===== src/rtl/sar_search_driver.sv =====
`default_nettype none
// ============================================================================
// Module      : sar_search_driver
// Description : Binary-search initiator for an external magnitude comparator.
//               Drives the comparator A input with successive midpoint
//               guesses, samples Lt/Gt/Eq one full cycle later, and narrows
//               the [lo, hi] window until the hidden B value is matched, the
//               window empties, or the flags are inconsistent.
// Revision    : 1.0 - initial release
// ============================================================================
module sar_search_driver #(
    parameter int WIDTH = 20,
    parameter int CNT_W = 5
) (
    input  logic             clk,
    input  logic             rst,
    input  logic             start,
    input  logic             Lt,
    input  logic             Gt,
    input  logic             Eq,
    output logic [WIDTH-1:0] guess,
    output logic             busy,
    output logic             done,
    output logic             found,
    output logic             error,
    output logic [WIDTH-1:0] result,
    output logic [CNT_W-1:0] compares
);

    // Full search window; lo/hi carry one extra bit so guess+1 never wraps
    localparam logic [WIDTH:0]   C_HI_INIT = {1'b0, {WIDTH{1'b1}}};
    localparam logic [WIDTH:0]   C_LO_INIT = '0;
    localparam logic [CNT_W-1:0] C_CNT_ONE = CNT_W'(1);

    typedef enum logic [1:0] {
        S_IDLE   = 2'd0,
        S_DRIVE  = 2'd1,
        S_SAMPLE = 2'd2,
        S_DONE   = 2'd3
    } state_t;

    state_t           r_state;
    state_t           w_state_next;

    logic [WIDTH:0]   r_lo;
    logic [WIDTH:0]   r_hi;

    logic [WIDTH:0]   w_guess_ext;
    logic [WIDTH:0]   w_guess_inc;
    logic [WIDTH:0]   w_guess_dec;
    logic [WIDTH-1:0] w_mid;
    logic             w_eq_only;
    logic             w_lt_only;
    logic             w_gt_only;
    logic             w_lt_exhausted;
    logic             w_gt_exhausted;
    logic             w_finish;

    // Window arithmetic: floor midpoint and the candidate new bounds
    assign w_guess_ext    = {1'b0, guess};
    assign w_guess_inc    = w_guess_ext + 1'b1;
    assign w_guess_dec    = w_guess_ext - 1'b1;
    assign w_mid          = WIDTH'(r_lo + ((r_hi - r_lo) >> 1));

    // Exactly one flag must be set; anything else is reported as an error
    assign w_eq_only      =  Eq & ~Lt & ~Gt;
    assign w_lt_only      =  Lt & ~Gt & ~Eq;
    assign w_gt_only      =  Gt & ~Lt & ~Eq;

    // Window becomes empty after moving a bound past the other one
    assign w_lt_exhausted = (w_guess_inc > r_hi);
    assign w_gt_exhausted = (guess == '0) || (w_guess_dec < r_lo);

    // A sample step that leaves the search loop
    assign w_finish       = (r_state == S_SAMPLE) && (w_state_next == S_DONE);

    // State register
    always_ff @(posedge clk or posedge rst) begin
        if (rst) begin
            r_state <= S_IDLE;
        end else begin
            r_state <= w_state_next;
        end
    end

    // Next-state decode
    always_comb begin
        w_state_next = r_state;
        case (r_state)
            S_IDLE: begin
                if (start) begin
                    w_state_next = S_DRIVE;
                end
            end
            S_DRIVE: begin
                w_state_next = S_SAMPLE;
            end
            S_SAMPLE: begin
                if (w_eq_only) begin
                    w_state_next = S_DONE;
                end else if (w_lt_only) begin
                    w_state_next = w_lt_exhausted ? S_DONE : S_DRIVE;
                end else if (w_gt_only) begin
                    w_state_next = w_gt_exhausted ? S_DONE : S_DRIVE;
                end else begin
                    w_state_next = S_DONE;
                end
            end
            S_DONE: begin
                w_state_next = S_IDLE;
            end
            default: begin
                w_state_next = S_IDLE;
            end
        endcase
    end

    // Search datapath: window bounds, guess, status and result registers
    always_ff @(posedge clk or posedge rst) begin
        if (rst) begin
            r_lo     <= C_LO_INIT;
            r_hi     <= C_HI_INIT;
            guess    <= '0;
            busy     <= 1'b0;
            done     <= 1'b0;
            found    <= 1'b0;
            error    <= 1'b0;
            result   <= '0;
            compares <= '0;
        end else begin
            // done is a single-cycle pulse raised on the final sample step
            done <= w_finish;
            if (w_finish) begin
                busy <= 1'b0;
            end

            case (r_state)
                S_IDLE: begin
                    if (start) begin
                        r_lo     <= C_LO_INIT;
                        r_hi     <= C_HI_INIT;
                        compares <= '0;
                        found    <= 1'b0;
                        error    <= 1'b0;
                        result   <= '0;
                        busy     <= 1'b1;
                    end
                end
                S_DRIVE: begin
                    guess <= w_mid;
                end
                S_SAMPLE: begin
                    compares <= compares + C_CNT_ONE;
                    if (w_eq_only) begin
                        found  <= 1'b1;
                        result <= guess;
                    end else if (w_lt_only) begin
                        r_lo <= w_guess_inc;
                    end else if (w_gt_only) begin
                        // guess==0 leaves hi untouched; the search ends anyway
                        if (guess != '0) begin
                            r_hi <= w_guess_dec;
                        end
                    end else begin
                        error <= 1'b1;
                        found <= 1'b0;
                    end
                end
                default: begin
                end
            endcase
        end
    end

endmodule
`default_nettype wire


===== config.mk =====
export PLATFORM = sky130hd
export DESIGN_NAME = sar_search_driver
export DESIGN_NICKNAME = d
export VERILOG_FILES = /design/src/rtl/sar_search_driver.sv
export SDC_FILE = /design/constraint.sdc
export NUM_CORES = 1
export LEC_CHECK = 0
export CORE_ASPECT_RATIO = 1.1
export CORE_MARGIN = 2
export CORE_UTILIZATION = 43
export DETAILED_ROUTE_END_ITERATION = 6
export PLACE_DENSITY = 0.71
export SYNTH_ARGS = -nofsm -noshare
export SYNTH_HDL_FRONTEND = slang
export SYNTH_SLANG_ARGS = --single-unit

===== constraint.sdc =====
create_clock -name clk -period 4.9 [get_ports clk]
set_input_delay 1.47 -clock clk [delete_from_list [all_inputs] [get_ports clk]]
set_output_delay 1.47 -clock clk [all_outputs]
set_load 0.02 [all_outputs]

==> summary.md <==
| Metric | Value |
|---|---|
| Die Height | roughly 140 um |
| # fillers | 1528 |
| Netlist cell types | 64 |
| Fin. Hold Viols | 0 |
| Detailed placer's ending HPWL | 14500 um |
| Routed vias | 6185 |
| Most frequent cells in the layout | nand2_1 (90), ha_1 (83), dfrtp_1 (73) |
| Post-synth EDFFs | 0 |
| Hold-fix buffers, CTS | 0 |
| WL final | 19100 um |
| Kind of critical path | reg2reg |
| CP peak stage delay | 0.51 ns |
| # clock sinks | 93 |
| Share of cells above drive strength 1 | 0.0930 |
| Initial antenna violation count | 0 |
| Syn. warnings | 0 |
| Footprint of the multi-input gates | 4550 um^2 |
| Vias in the first global route | 6009 |
| Finished Layout Cells | 1086 |
| Mapped Cells | approximately 840 |
| Diodes inserted | 0 |
| First-pass GRT wire length | 30800 um |
| Fmax achieved | 219 MHz |
| Layout overhead on the synthesized area | 14.4% |
| Synth area leaders | dfrtp_1 (25%), ha_1 (14%), dfstp_2 (7.2%), o21ai_0 (4.9%), nand2_1 (4.7%) |
| WL/cell | 17.6 um |
| Via density | 5.70 |
| CTS tree | yes |
| Total gr overflow | 0 |
| Max-slew violations | 0 |
| Worst Path Arrival | 4.85 ns |
| GRT Total Usage | 0.218 |
| Later-pin clock latency in the skew report | 0.36 ns |
| Pin count of the biggest net entering global routing | 66 |
| Synth Cell Area | 7250 um^2 |
| FF+latch count, synth | 93 |
| Crit Path Max Fanout | 5 |
| Root buf cell | clkbuf_16 |
| PortBufs | 54 |
| Worst slew pin tran | ~1.1 ns |
| Cell Rows | 49 |
| Worst EP required | 5.19 ns |
| Placeable Area | 16400 um^2 |
| Synth async-reset ratio | 1.00 |
| Nets | 968 |
| Slowest cell on the critical path | fa_1 |
| Worst Hold Class | reg2reg |
| Placed cell count | around 1.1k |
| Area share of the largest cell type after synthesis | 0.252 |
| Routed Antenna Nets | 0 |
| Die Wd | 128 um |
| DR iter-0 viols | around 380 |
| Sequential cell area | between 2000 and 2500 um^2 |
| GP Congestion | between 0.8 and 0.9 |
| Setup TNS | 0 ns |
| Htree depth | 3 |
| Rel. slew slack | 0.275 |
| Clock buffer depth | 2 |
| Setup crit end kind | flop |
| Initial Utilization | 0.441 |
| Final period util | 0.932 |
| Clock slew at reported path FFs | 0.07 ns |
| Main flop type after synthesis | dfrtp_1 |
| Status | completed |
| Post-synth net total | 932 |
| Unrepaired setup endpoints after global routing | false |
| Minimum clock period | 4.56 ns |
| Commonest non-fill, non-tap cell in the layout | nand2_1 |
| # IOs | 55 |
| # setup viols final | 0 |
| Syn avg cell area | 8.62 um^2 |
| Part of the Yosys area used for sequential elements | 0.324 |
| DR DRC count | 0 |
| Post-synth top area cell | dfrtp_1 |
| MaxCap Viol Count | 0 |
| CTS Buf Count | 9 |
| Crit path cell chain | inv_1 -> fa_1 -> a211oi_2 -> o21ai_1 -> a31o_2 -> a21o_1 -> xor2_1 -> ha_1 -> a21o_1 -> a2111oi_1 -> o211ai_1 -> a41oi_2 -> nor2b_1 -> or4b_1 -> o31a_1 -> o21ai_1 |
| First-pass detailed-route iteration total | 5 |
| Critical Path Start Type | flop |
| Die footprint | 17900 um^2 |
| Worst Skew | 0.00560 ns |
-- worst paths after layout --
check	from	endpoint	slack, ns	cells after the start
max	r_lo[1]	guess[16]	0.34	16
min	result[1]	result[1]	0.48	2
max reg2reg	r_lo[1]	guess[16]	0.34	16
min reg2reg	result[1]	result[1]	0.48	2
max in group asynchronous	rst	r_hi[0]	2.48	3
min in group asynchronous	rst	result[7]	1.63	2
-- cells in the mapped netlist, drive strengths merged, types with 3 or more instances --
| cell type | count |
|---|---|
| o21ai | 99 |
| nand2 | 90 |
| ha | 83 |
| dfrtp | 73 |
| nor2 | 60 |
| inv | 57 |
| a21oi | 40 |
| xnor2 | 36 |
| xor2 | 34 |
| clkbuf | 30 |
| a21o | 24 |
| nand3 | 22 |
| dfstp | 20 |
| nand4 | 16 |
| mux2 | 15 |
| nor3 | 11 |
| a31oi | 10 |
| buf | 9 |
| and2 | 8 |
| a211oi | 7 |
| and3 | 7 |
| nand2b | 7 |
| nor2b | 7 |
| o21a | 7 |
| o31ai | 7 |
| o211ai | 6 |
| o21bai | 6 |
| or3 | 6 |
| a21boi | 4 |
| nand3b | 4 |
| and4 | 3 |
| nor4 | 3 |
-- stage by stage --
stage / util / hold slack [ns] / setup WS [ns] / area [um^2]
after CTS: 0.504 / 0.488 / 0.148 / 8280
after detailed placement: 0.485 / 0.474 / 0.169 / 7970
after global placement: 0.485 / 0.465 / 0.442 / 7970
final: 0.505 / 0.481 / 0.335 / 8300
after floorplan: - / 0.476 / 0.757 / 7250
after global routing: 0.505 / 0.507 / 0.0837 / 8300
-- state kept, by name (all words and copies together), names as in the netlist --
register	flops
r_hi	21
r_lo	21
guess	20
result	20
compares	5
r_state	2
busy	1
done	1
error	1
found	1
-- worst max-delay path, delay by kind of cell (launching register included) --
kind                       cells  cell delay, ns
AOI/OAI and AO/OA             10            2.41
and+or+nand+nor                2            0.57
DFF                            1            0.41
xor gates and xnor gates       1            0.14
adders and majority gates      2            0.86
buffers and inverters          1            0.11
-- kinds of logic after synthesis --
logic type	count (synthesis)	share of synthesized area
adder cells (fa/ha/maj)	85	0.149
buffers and inverters	96	0.0526
flip-flops	93	0.324
AND/OR/NAND/NOR	251	0.167
multiplexers	16	0.0247
XOR/XNOR	70	0.0876
AO/OA/AOI/OAI	230	0.195
-- per-layer routing --
layer | part of all wire | routed length [um] | vias up | global-route usage
li1 | - | - | 3030 | -
met1 | 0.43 | 8190 | 2962 | 0.276
met2 | 0.49 | 9340 | 152 | 0.363
met3 | 0.039 | 742 | 41 | 0.0371
met4 | 0.041 | 788 | 0 | 0.0977
met5 | 0 | 0 | - | 0
-- final cells by class --
type | count | area share
timing repair buffer | 64 | 0.0742
sequential | 93 | 0.284
clock buffer | 12 | 0.0285
multi-input combinational | 652 | 0.548
tap | 204 | 0.0308
inverter | 57 | 0.0261
clock inverter | 4 | 0.00875
-- what timing repair did --
item | 4_1_cts | 5_1_grt
setup buffers | 0 | 0
setup endpoints to repair | 0 | 2
resized for setup | 0 | 3
Power is left out: the tool's default activity adds up to more than one toggle a clock period on the data nets, which glitch-free logic cannot reach.
